**config.mk**
```make
export PLATFORM = sky130hd
export DESIGN_NAME = pc_control_unit
export DESIGN_NICKNAME = d
export VERILOG_FILES = /design/src/rtl/proc_pkg.sv /design/src/rtl/ret_addr_stack.sv /design/src/rtl/pc_control_unit.sv
export SDC_FILE = /design/constraint.sdc
export NUM_CORES = 1
export LEC_CHECK = 0
export ABC_CLOCK_PERIOD_IN_PS = 2800
export BUFFER_PORTS_ARGS = -buffer_cell sky130_fd_sc_hd__buf_4
export CELL_PAD_IN_SITES_DETAIL_PLACEMENT = 1
export CELL_PAD_IN_SITES_GLOBAL_PLACEMENT = 2
export CORE_ASPECT_RATIO = 1.1
export CORE_MARGIN = 10
export CORE_UTILIZATION = 31
export CTS_CLUSTER_DIAMETER = 30
export DETAILED_ROUTE_END_ITERATION = 16
export PLACE_DENSITY_LB_ADDON = 0.1
export REMOVE_ABC_BUFFERS = 1
export SYNTH_ARGS = -nofsm -noshare
export SYNTH_HDL_FRONTEND = slang
export SYNTH_SLANG_ARGS = --single-unit
```
**constraint.sdc**
```tcl
create_clock -name clk -period 2.8 [get_ports clk]
set_input_delay 0.42 -clock clk [delete_from_list [all_inputs] [get_ports clk]]
set_output_delay 0.42 -clock clk [all_outputs]
set_load 0.05 [all_outputs]
```
**src/rtl/proc_pkg.sv**
```systemverilog
// Processor-wide definitions shared by the ALU, decoder and PC control stage:
// opcode encodings, the default PC width and the per-cycle classification type.
package proc_pkg;

  localparam int PC_W_DEF = 8;

  localparam logic [4:0] OP_ADD  = 5'b00110;
  localparam logic [4:0] OP_JR   = 5'b10000;
  localparam logic [4:0] OP_JPC  = 5'b10001;
  localparam logic [4:0] OP_BRFL = 5'b10010;
  localparam logic [4:0] OP_CALL = 5'b10011;
  localparam logic [4:0] OP_RET  = 5'b10100;

  typedef enum logic [1:0] {
    CYC_IDLE_INC,
    CYC_REDIRECT,
    CYC_ERROR_INC
  } cycle_kind_e;

  function automatic logic is_branch_op(input logic [4:0] op);
    return (op == OP_JR) || (op == OP_JPC) || (op == OP_BRFL);
  endfunction

endpackage

```
**src/rtl/ret_addr_stack.sv**
```systemverilog
// Return-address LIFO. Push and pop are mutually exclusive and must only be
// requested when not full / not empty respectively; the caller guards this.
module ret_addr_stack #(
  parameter int DEPTH = 4,
  parameter int WIDTH = 8,
  localparam int AW = $clog2(DEPTH),
  localparam int SW = $clog2(DEPTH) + 1
) (
  input  logic             clk,
  input  logic             rst_n,
  input  logic             push,
  input  logic             pop,
  input  logic [WIDTH-1:0] push_data,
  output logic [WIDTH-1:0] top_data,
  output logic             full,
  output logic             empty,
  output logic [SW-1:0]    sp
);

  logic [WIDTH-1:0] mem_q [DEPTH];
  logic [SW-1:0]    sp_q, sp_d;
  logic [SW-1:0]    sp_m1;

  assign sp_m1    = sp_q - SW'(1);
  assign top_data = mem_q[sp_m1[AW-1:0]];
  assign full     = (sp_q == SW'(DEPTH));
  assign empty    = (sp_q == '0);
  assign sp       = sp_q;

  always_comb begin
    sp_d = sp_q;
    if (push)     sp_d = sp_q + SW'(1);
    else if (pop) sp_d = sp_m1;
  end

  always_ff @(posedge clk or negedge rst_n) begin
    // NOTE: sequential state uses non-blocking (<=) so every flop samples pre-edge values.
    if (!rst_n) sp_q <= '0;
    else        sp_q <= sp_d;
  end

  // NOTE: storage is deliberately not reset; sp alone defines which entries are live.
  always_ff @(posedge clk) begin
    if (push) mem_q[sp_q[AW-1:0]] <= push_data;
  end

endmodule

```
**src/rtl/pc_control_unit.sv**
```systemverilog
// PC register and control-flow resolution downstream of the ALU: JR/JPC/BRFL/
// CALL/RET redirects, return-address stack, flush pulse and sticky error flag.
module pc_control_unit
  import proc_pkg::*;
#(
  parameter int PC_W        = PC_W_DEF,
  parameter int STACK_DEPTH = 4
) (
  input  logic                         clk,
  input  logic                         rst_n,
  input  logic                         stall,
  input  logic                         ex_valid,
  input  logic [4:0]                   alu_control,
  input  logic                         zero,
  input  logic [31:0]                  branch_target,
  input  logic [31:0]                  alu_result,
  input  logic                         err_clr,
  output logic [PC_W-1:0]              pc,
  output logic                         flush,
  output logic [$clog2(STACK_DEPTH):0] sp,
  output logic                         cf_err
);

  logic [PC_W-1:0] pc_q, pc_d;
  logic            flush_q, flush_d;
  logic            cf_err_q, cf_err_d;

  cycle_kind_e     kind;
  logic [PC_W-1:0] target;
  logic            push, pop, full, empty;
  logic [PC_W-1:0] top_data;
  logic            take, range_bad;
  logic            unused_hi;

  assign unused_hi = ^alu_result[31:PC_W];

  ret_addr_stack #(
    .DEPTH (STACK_DEPTH),
    .WIDTH (PC_W)
  ) u_ras (
    .clk       (clk),
    .rst_n     (rst_n),
    .push      (push),
    .pop       (pop),
    .push_data (alu_result[PC_W-1:0]),
    .top_data  (top_data),
    .full      (full),
    .empty     (empty),
    .sp        (sp)
  );

  assign take      = ex_valid && !stall && zero;
  assign range_bad = |branch_target[31:PC_W];

  // Classify the cycle; stall forces IDLE_INC through take, and the PC mux holds.
  always_comb begin
    // NOTE: every output gets a default first so no path leaves a latch.
    kind   = CYC_IDLE_INC;
    target = branch_target[PC_W-1:0];
    push   = 1'b0;
    pop    = 1'b0;
    if (take) begin
      if (is_branch_op(alu_control)) begin
        kind = range_bad ? CYC_ERROR_INC : CYC_REDIRECT;
      end else if (alu_control == OP_CALL) begin
        if (range_bad || full) begin
          kind = CYC_ERROR_INC;
        end else begin
          kind = CYC_REDIRECT;
          push = 1'b1;
        end
      end else if (alu_control == OP_RET) begin
        if (empty) begin
          kind = CYC_ERROR_INC;
        end else begin
          kind   = CYC_REDIRECT;
          pop    = 1'b1;
          target = top_data;
        end
      end
    end
  end

  always_comb begin
    pc_d     = pc_q + PC_W'(1);
    flush_d  = 1'b0;
    cf_err_d = err_clr ? 1'b0 : cf_err_q;
    if (stall) begin
      pc_d = pc_q;
    end else if (kind == CYC_REDIRECT) begin
      pc_d    = target;
      flush_d = 1'b1;
    end
    // Set wins over a same-cycle clear.
    if (kind == CYC_ERROR_INC) cf_err_d = 1'b1;
  end

  always_ff @(posedge clk or negedge rst_n) begin
    if (!rst_n) begin
      pc_q     <= '0;
      flush_q  <= 1'b0;
      cf_err_q <= 1'b0;
    end else begin
      pc_q     <= pc_d;
      flush_q  <= flush_d;
      cf_err_q <= cf_err_d;
    end
  end

  assign pc     = pc_q;
  assign flush  = flush_q;
  assign cf_err = cf_err_q;

endmodule

```
==> flow_metrics.py, run 1 <==
metrics = {
    "grt": {
        "grt_use_total_pct": 11.02,
        "grt_pass1_wl_mm": 9.321,
        "antenna_found_initial": 0,
        "grt_overflow_total": 0,
        "grt_start_max_net_pins": 15,
        "grt_pass1_vias": 1762,
    },
    "detailed_routing": {
        "viasPerCell": 5.110,
        "totalWireLength_mm": 5.871,
        "first_pass_iters": 4,
        "wl_per_cell_um": 19.50,
        "drt_iter0_drc": 16,
        "drc": 0,
        "vias": 1538,
        "ant_nets": 0,
    },
    "worst_setup_path": {
        "critPathSlowestCell": "and2_1",
        "rr_worst_depth": 7,
        "path_class": "reg -> reg",
        "path_max_fanout": 8,
        "r2r-start": "u_ras.sp[1]",
        "cp_cell_sequence": "inv_1 > ha_1 > nand2_1 > nand4_1 > nor4_1 > buf_4 > and2_1",
        "cp.required_ns": 2.74,
        "max_stage_delay_ns": 0.44,
        "r2r_setup_slack_ns": 0.56,
        "crit_path_end_kind": "register",
        "worstPathArrival_ns": 2.18,
        "timing.rr.end": "u_ras.mem_q[3][0]",
        "crit_path_start_kind": "register",
    },
    "timing": {
        "hold_viol": 0,
        "slew_violations": 0,
        "hold_slack_ns": 0.2919,
        "max_freq_mhz": 446.1,
        "rsz0062_at_grt": "no",
        "tns_ns": 0,
        "setup_viol": 0,
        "post-route-period-util_pct": 80.06,
        "skew_ns": 0.004682,
        "worst_pin_slew_ns": 0.5638,
        "period_minus_slack_ns": 2.242,
        "slew_headroom_pct": 61.89,
    },
    "hold_path": {
        "min_path_cells": 2,
        "hold_start": "err_clr",
        "worst_hold_path.endpoint": "cf_err",
        "hp-class": "in -> reg",
    },
    "cts": {
        "cts.clk_slew.worst_paths_ns": 0.09,
        "tritoncts": "yes",
        "cts_setup_buffers": 0,
        "cts_buffers": 5,
        "numClockSinks": 45,
        "clk_path_buf_depth": 2,
        "cts_max_level": 2,
        "clk_latency_ns": 0.29,
        "cts-root-buf": "clkbuf_8",
    },
    "power_and_ir_drop": {
        "p_leak_uw": 0.001120,
        "power_density_nw_per_um2": 676.5,
        "ir_worst_vdd_mv": 0.3631,
    },
    "run_status": {
        "status": "complete, no violations",
    },
    "logic_synthesis": {
        "yosysWarnings": 0,
        "syn-instance-count": 148,
        "synth-edff-count": 32,
        "ys_ff_latch": 45,
        "synth_seq_area_share_pct": 59.77,
        "ys_async_sr_fraction_pct": 28.89,
        "syn-cell-area_sq_um": 2152,
        "ys_types": 45,
        "synth_ff_type": "edfxtp_1",
        "synth.avg_cell_area_sq_um": 14.54,
    },
    "cells_and_area": {
        "nets": 299,
        "layout_common_cells": "67 x buf_4, 32 x edfxtp_1, 13 x dfrtp_1",
        "layout_commonest_cell": "buf_4",
        "n_antenna_cell": 0,
        "drive_gt1_share_pct": 40.64,
        "area.growth.synth_to_final_pct": 30.99,
    },
    "die": {
        "dieHeight_um": 107.4,
        "rows": 31,
        "die-area_sq_um": 10680,
        "coreArea_sq_um": 6671,
        "dieWidth_um": 99.44,
        "ios": 88,
        "start_util_pct": 32.26,
    },
    "placed_design": {
        "place_hpwl_mm": 4.473,
        "io_buffer_count": 63,
        "place.gp.congestion": 0.7876,
    },
    "run": {
        "maxCapViolCount": 0,
    },
}
[flip-flops by register name (all words and copies together), names as in the netlist]
| name | count |
|---|---|
| flush | 1 |
| cf_err | 1 |
| u_ras.sp | 3 |
| u_ras.mem_q | 32 |
| pc | 8 |
[worst max path at each step]
| stage | slack [ns] | from | cells past startpoint | end |
|---|---|---|---|---|
| CTS | 0.51 | u_ras.sp[1] | 7 | u_ras.mem_q[3][1] |
| global route | 0.31 | u_ras.sp[1] | 7 | pc[3] |
| global placement | 0.35 | branch_target[9] | 6 | u_ras.mem_q[0][6] |
| finish | 0.56 | u_ras.sp[1] | 7 | u_ras.mem_q[3][0] |
| floorplan | -0.04 | u_ras.sp[0] | 6 | u_ras.mem_q[0][0] |
| detailed placement | 0.30 | branch_target[27] | 6 | u_ras.mem_q[3][6] |
[Yosys cell counts, types with 3 or more instances]
cell,count,share of area (%)
nand4_1,4,1.2
a21oi_1,3,0.70
a22oi_1,4,1.4
o22ai_1,3,0.87
o21ai_0,3,0.70
o32ai_1,3,1.2
xor2_1,3,1.2
edfxtp_1,32,45
mux2i_1,4,1.9
nor4_1,7,2.0
ha_1,6,3.5
xnor2_1,3,1.2
inv_1,7,1.2
mux4_2,7,7.3
and2_1,4,1.2
nand2_1,5,0.87
dfrtp_1,13,15
nor2_1,4,0.70
[through the flow]
stage          cell area (sq um)  worst slack, ns  std cells  util (%)  total power, uW
3_3_place_gp                2723           0.3486        292     40.81             1516
2_1_floorplan               2117         -0.04150        143         -             1277
5_1_grt                     2819           0.3108        301     42.25             2011
6_report                    2819           0.5582        301     42.25             1907
3_5_place_dp                2723           0.3036        292     40.81             1530
4_1_cts                     2819           0.5053        301     42.25             1938
[worst max-delay path, delay by kind of cell, from the launching register on]
kind / cells / cell delay [ns]
buffers and inverters: 2 / 0.33
and+or+nand+nor: 4 / 0.91
adders and majority gates: 1 / 0.24
DFF: 1 / 0.41
[cell families (layout without fill, tap and decap cells)]
family,after synthesis,count (layout),share of synthesized area [%]
AOI/OAI and AO/OA,27,27,9.071
xor gates and xnor gates,6,6,2.442
adders and majority gates,6,6,3.488
buffers and inverters,12,83,2.849
DFF,45,45,59.77
muxes,13,13,10.93
and+or+nand+nor,39,39,11.45
[metal layers]
layer,track usage [%],routed length [um],up-vias
met5,0,0,-
met4,3.074,62,0
met3,3.532,368,6
met2,19.51,2975,48
met1,12.35,2463,755
li1,-,-,729
[timing repair]
action	CTS	global route
endpoints found under the hold margin	13	0
gates resized for setup	0	0
hold buffers	1	0
[power breakdown]
part	switching [uW]	internal, uW
registers	66.2	771
logic	398	275
clock network	224	173
[area by class of cell]
cell class	instances	area [sq um]
tap	82	102.6
timing repair buffer	68	513.0
fill	707	3852
multi-input combinational	91	804.5
clock buffer	5	68.82
inverter	7	26.28
sequential	45	1286
clock inverter	3	17.52
Note: power is estimated with default switching activity, not from simulation.
==> run 2, diff against run 1 <==
- ABC_CLOCK_PERIOD_IN_PS: 2800 -> 1880
- CORE_UTILIZATION: 31 -> 28
- clock period: 2.8 -> 1.88 ns (I/O delays scaled with it)
==> run 2 against run 1 <==
Non-clock buffer count up 25; power up 61%; sequential cell count unchanged; critical path depth down 1; final area up 12%; wire length up 9.1%; utilization up 0.14 points; register-to-register slack worse by 0.49 ns; sequential power up 49%.
==> flow_metrics.py, run 2 (same netlist as run 1, synthesis figures left out) <==
metrics = {
    "cells_and_area": {
        "area.growth.synth_to_final_pct": 47.21,
        "nets": 324,
        "final_util_pct": 42.39,
        "layout_common_cells": "89 x buf_4, 32 x edfxtp_1, 13 x dfrtp_1",
        "n_antenna_cell": 0,
        "final_cell_area_sq_um": 3168,
        "layout_commonest_cell": "buf_4",
        "largest_reg_flops": 32,
        "drive_gt1_share_pct": 53.69,
    },
    "power_and_ir_drop": {
        "power_density_nw_per_um2": 966.8,
        "p_total_uw": 3063,
        "p_leak_uw": 0.001292,
        "ir_worst_vdd_mv": 0.4445,
    },
    "cts": {
        "cts-root-buf": "clkbuf_8",
        "tritoncts": "yes",
        "clk_latency_ns": 0.30,
        "numClockSinks": 45,
        "cts_max_level": 2,
        "cts.clk_slew.worst_paths_ns": 0.10,
        "clk_path_buf_depth": 2,
        "cts_buffers": 5,
    },
    "grt": {
        "antenna_found_initial": 0,
        "grt_pass1_wl_mm": 10.20,
        "grt_start_max_net_pins": 18,
        "grt_pass1_vias": 1846,
        "grt_overflow_total": 0,
        "grt_use_total_pct": 11.03,
    },
    "worst_setup_path": {
        "worstPathArrival_ns": 1.98,
        "cp.required_ns": 2.05,
        "r2r-start": "u_ras.sp[0]",
        "path_class": "reg -> reg",
        "path_max_fanout": 6,
        "crit_path_end_kind": "register",
        "crit_path_start": "u_ras.sp[0]",
        "rr_worst_depth": 6,
        "r2r_setup_slack_ns": 0.06,
        "timing.rr.end": "pc[0]",
        "crit_path_start_kind": "register",
    },
    "placed_design": {
        "place_area_sq_um": 2984,
        "place_hpwl_mm": 4.949,
        "place.gp.congestion": 0.7386,
        "io_buffer_count": 63,
        "post-place-ws_ns": -0.3243,
    },
    "timing": {
        "hold_viol": 0,
        "setup_viol": 0,
        "slew_violations": 0,
        "slew_headroom_pct": 71.75,
        "skew_ns": 0.01163,
        "rsz0062_at_grt": "yes",
        "post-route-period-util_pct": 96.63,
        "max_freq_mhz": 550.5,
        "period_minus_slack_ns": 1.817,
        "worst_pin_slew_ns": 0.4228,
        "setup_slack_ns": 0.06338,
        "hold_slack_ns": 0.1478,
    },
    "detailed_routing": {
        "drt_iter0_drc": 15,
        "totalWireLength_mm": 6.406,
        "drc": 0,
        "wl_met1_mm": 2.854,
        "viasPerCell": 4.713,
        "first_pass_iters": 5,
        "dr_wl_met3_um": 269,
        "wl_per_cell_um": 18.36,
        "top_layer_used": "met4",
        "met2WireLength_mm": 3.209,
        "ant_nets": 0,
        "vias": 1645,
    },
    "die": {
        "dieWidth_um": 103.6,
        "coreArea_sq_um": 7473,
        "die-area_sq_um": 11600,
        "start_util_pct": 28.80,
        "ios": 88,
        "rows": 33,
        "dieHeight_um": 112.0,
    },
    "run_status": {
        "status": "complete, no violations",
    },
    "hold_path": {
        "hold_start": "err_clr",
        "hp-class": "in -> reg",
        "worst_hold_path.endpoint": "cf_err",
        "min_path_cells": 2,
    },
    "run": {
        "maxCapViolCount": 0,
    },
}
-- run 2: changes by cell type in the layout (fill, tap and decap cells not counted), sizes merged --
cell and change:
buf +25, clkinv -3, inv +3
-- run 2: cell type report --
| cell class | count | area, sq um |
|---|---|---|
| repair buffers | 93 | 738.2 |
| multi-input cells | 91 | 888.4 |
| clock buffers | 5 | 68.82 |
| flip-flops and latches | 45 | 1286 |
| fillers | 789 | 4305 |
| inverters | 7 | 26.28 |
| clock inverters | 3 | 28.78 |
| well taps | 105 | 131.4 |
-- run 2: layer usage --
layer  global-route usage, %  vias to the layer above
met5                       0                        -
met4                   3.013                        0
met3                   3.172                        8
met2                   18.78                       54
met1                   13.24                      802
li1                        -                      781
-- run 2: worst max-delay path, cell delays in order, from the launching register on --
cell,delay (ns)
dfrtp_1,0.41
buf_4,0.14
buf_12,0.10
mux4_2,0.49
mux2_4,0.28
a211oi_2,0.18
a311oi_2,0.07
-- run 2: worst max path at each step --
stage	slack [ns]	endpoint	cells past startpoint
finish	0.06	pc[0]	6
global route	-0.03	u_ras.mem_q[0][2]	7
CTS	-0.05	pc[0]	5
detailed placement	-0.32	pc[0]	6
global placement	-0.20	pc[5]	7
floorplan	-0.96	u_ras.mem_q[0][0]	6
-- run 2: through the flow --
| step | TNS (ns) | cells |
|---|---|---|
| detailed placement | -11.38 | 336 |
| floorplan | -38.87 | 143 |
| finish | 0 | 349 |
| global route | -0.5556 | 349 |
| global placement | -7.672 | 336 |
| CTS | -0.9560 | 344 |
-- run 2: power by group --
part | total, uW | switching, uW | internal (uW) | leakage (uW)
registers | 1250 | 101 | 1150 | 0.000449
logic | 1160 | 642 | 514 | 0.000792
clock network | 658 | 377 | 281 | 0.0000511
-- run 2: repair_timing --
action	in CTS	in global routing
pin swaps	7	4
resized for setup	13	13
hold buffers	1	0
buffers inserted	3	6
hold endpoints to repair	13	0
endpoints found under the setup margin	43	43
==> run 3, diff against run 2 <==
- CORE_MARGIN: 10 -> 2
==> run 3 against run 2 <==
Global-route usage is 3.2 points higher; register-to-register slack worse by 0.03 ns; sequential cell count is the same; utilization down 0.44 points; cell count shrank 0.57%; die area is 28% lower; worst hold slack got worse by 0.00094 ns; critical path type unchanged.
==> flow_metrics.py, run 3 (same netlist as run 1, synthesis figures left out) <==
metrics = {
    "cts": {
        "numClockSinks": 45,
        "cts_buffers": 5,
        "cts.clk_slew.worst_paths_ns": 0.09,
        "clk_latency_ns": 0.30,
        "cts_max_level": 2,
        "cts-root-buf": "clkbuf_8",
        "clk_path_buf_depth": 2,
        "tritoncts": "yes",
    },
    "worst_setup_path": {
        "crit_path_start": "u_ras.sp[0]",
        "crit_path_start_kind": "register",
        "r2r_setup_slack_ns": 0.04,
        "worstPathArrival_ns": 2.02,
        "r2r-start": "u_ras.sp[0]",
        "rr_worst_depth": 5,
        "path_max_fanout": 12,
        "crit_end": "pc[0]",
        "cp.required_ns": 2.05,
        "timing.rr.end": "pc[0]",
        "crit_path_end_kind": "register",
        "path_class": "reg -> reg",
    },
    "die": {
        "ios": 88,
        "start_util_pct": 28.80,
        "die-area_sq_um": 8404,
        "rows": 33,
        "dieWidth_um": 87.59,
        "coreArea_sq_um": 7473,
        "dieHeight_um": 95.95,
    },
    "power_and_ir_drop": {
        "p_total_uw": 3014,
        "ir_worst_vdd_mv": 0.4258,
        "power_density_nw_per_um2": 961.3,
        "p_leak_uw": 0.001256,
    },
    "cells_and_area": {
        "n_antenna_cell": 0,
        "layout_common_cells": "87 x buf_4, 32 x edfxtp_1, 13 x dfrtp_1",
        "nets": 322,
        "layout_commonest_cell": "buf_4",
        "fillers": 791,
        "drive_gt1_share_pct": 53.31,
        "final_util_pct": 41.96,
        "area.growth.synth_to_final_pct": 45.70,
        "final_cell_area_sq_um": 3136,
        "largest_reg_flops": 32,
    },
    "timing": {
        "skew_ns": 0.007865,
        "period_minus_slack_ns": 1.844,
        "hold_viol": 0,
        "setup_viol": 0,
        "slew_violations": 0,
        "rsz0062_at_grt": "yes",
        "worst_pin_slew_ns": 0.3099,
        "hold_slack_ns": 0.1468,
        "post-route-period-util_pct": 98.08,
        "slew_headroom_pct": 79.08,
        "max_freq_mhz": 542.4,
    },
    "placed_design": {
        "place.gp.congestion": 0.7873,
        "io_buffer_count": 63,
        "place_area_sq_um": 2987,
        "place_hpwl_mm": 4.449,
    },
    "grt": {
        "grt_overflow_total": 0,
        "antenna_found_initial": 0,
        "grt_start_max_net_pins": 18,
        "grt_use_total_pct": 14.22,
        "grt_pass1_wl_mm": 8.997,
        "grt_pass1_vias": 1802,
    },
    "run_status": {
        "status": "complete, no violations",
    },
    "detailed_routing": {
        "ant_nets": 0,
        "first_pass_iters": 4,
        "viasPerCell": 4.706,
        "drt_iter0_drc": 40,
        "wl_per_cell_um": 16.20,
        "totalWireLength_mm": 5.622,
        "vias": 1633,
        "drc": 0,
    },
    "hold_path": {
        "hp-class": "in -> reg",
    },
    "run": {
        "maxCapViolCount": 0,
    },
}
## run 3: cell types whose count changed in the layout (fill, tap and decap cells not counted), sizes merged
cell / delta
buf: -2
## run 3: power by group
| group | internal (uW) | switching, uW |
|---|---|---|
| Sequential | 1150 | 97.2 |
| Clock | 281 | 372 |
| Combinational | 490 | 626 |
| Total | 1920 | 1100 |
## run 3: how the worst min path moves through the flow
stage	start	to	slack, ns	depth (start not counted)
floorplan	rst_n	cf_err	-0.01	0
global placement	rst_n	cf_err	0.14	1
detailed placement	rst_n	cf_err	0.15	1
CTS	err_clr	cf_err	0.14	2
global route	err_clr	cf_err	0.14	2
finish	err_clr	cf_err	0.15	2
## run 3: layout make-up
cell class / count / area, sq um / area share [%]
Multi-Input combinational cell: 91 / 888.4 / 28.33
Sequential cell: 45 / 1286 / 41.02
Tap cell: 105 / 131.4 / 4.190
Clock inverter: 3 / 28.78 / 0.9178
Clock buffer: 5 / 68.82 / 2.195
Timing Repair Buffer: 91 / 705.7 / 22.51
Inverter: 7 / 26.28 / 0.8380
## run 3: stage by stage
step	instances	setup TNS, ns	worst slack, ns
after floorplan	143	-38.87	-0.9615
after global placement	338	-7.349	-0.1914
after detailed placement	338	-8.272	-0.2751
after CTS	345	-0.003046	-0.003046
after global routing	347	-0.8874	-0.04397
final	347	0	0.03618
## run 3: per-layer routing
layer  routed length, um  global-route usage [%]
met4                  59                   4.231
met5                   0                       0
met2                2911                   24.62
met1                2293                   17.65
met3                 358                   3.259
## run 3: critical path: stages, from the launching register on
cell	delay, ns
dfrtp_1	0.39
buf_6	0.20
mux4_2	0.53
mux2_4	0.30
a211oi_4	0.23
a311oi_2	0.06
## run 3: repair_timing
item / in CTS / in global routing
resized for setup: 16 / 7
endpoints found under the hold margin: 13 / 0
setup endpoints to repair: 40 / 43
hold buffers: 1 / 0
setup buffers: 2 / 2
cloned: 0 / 0
pin swaps: 5 / 8
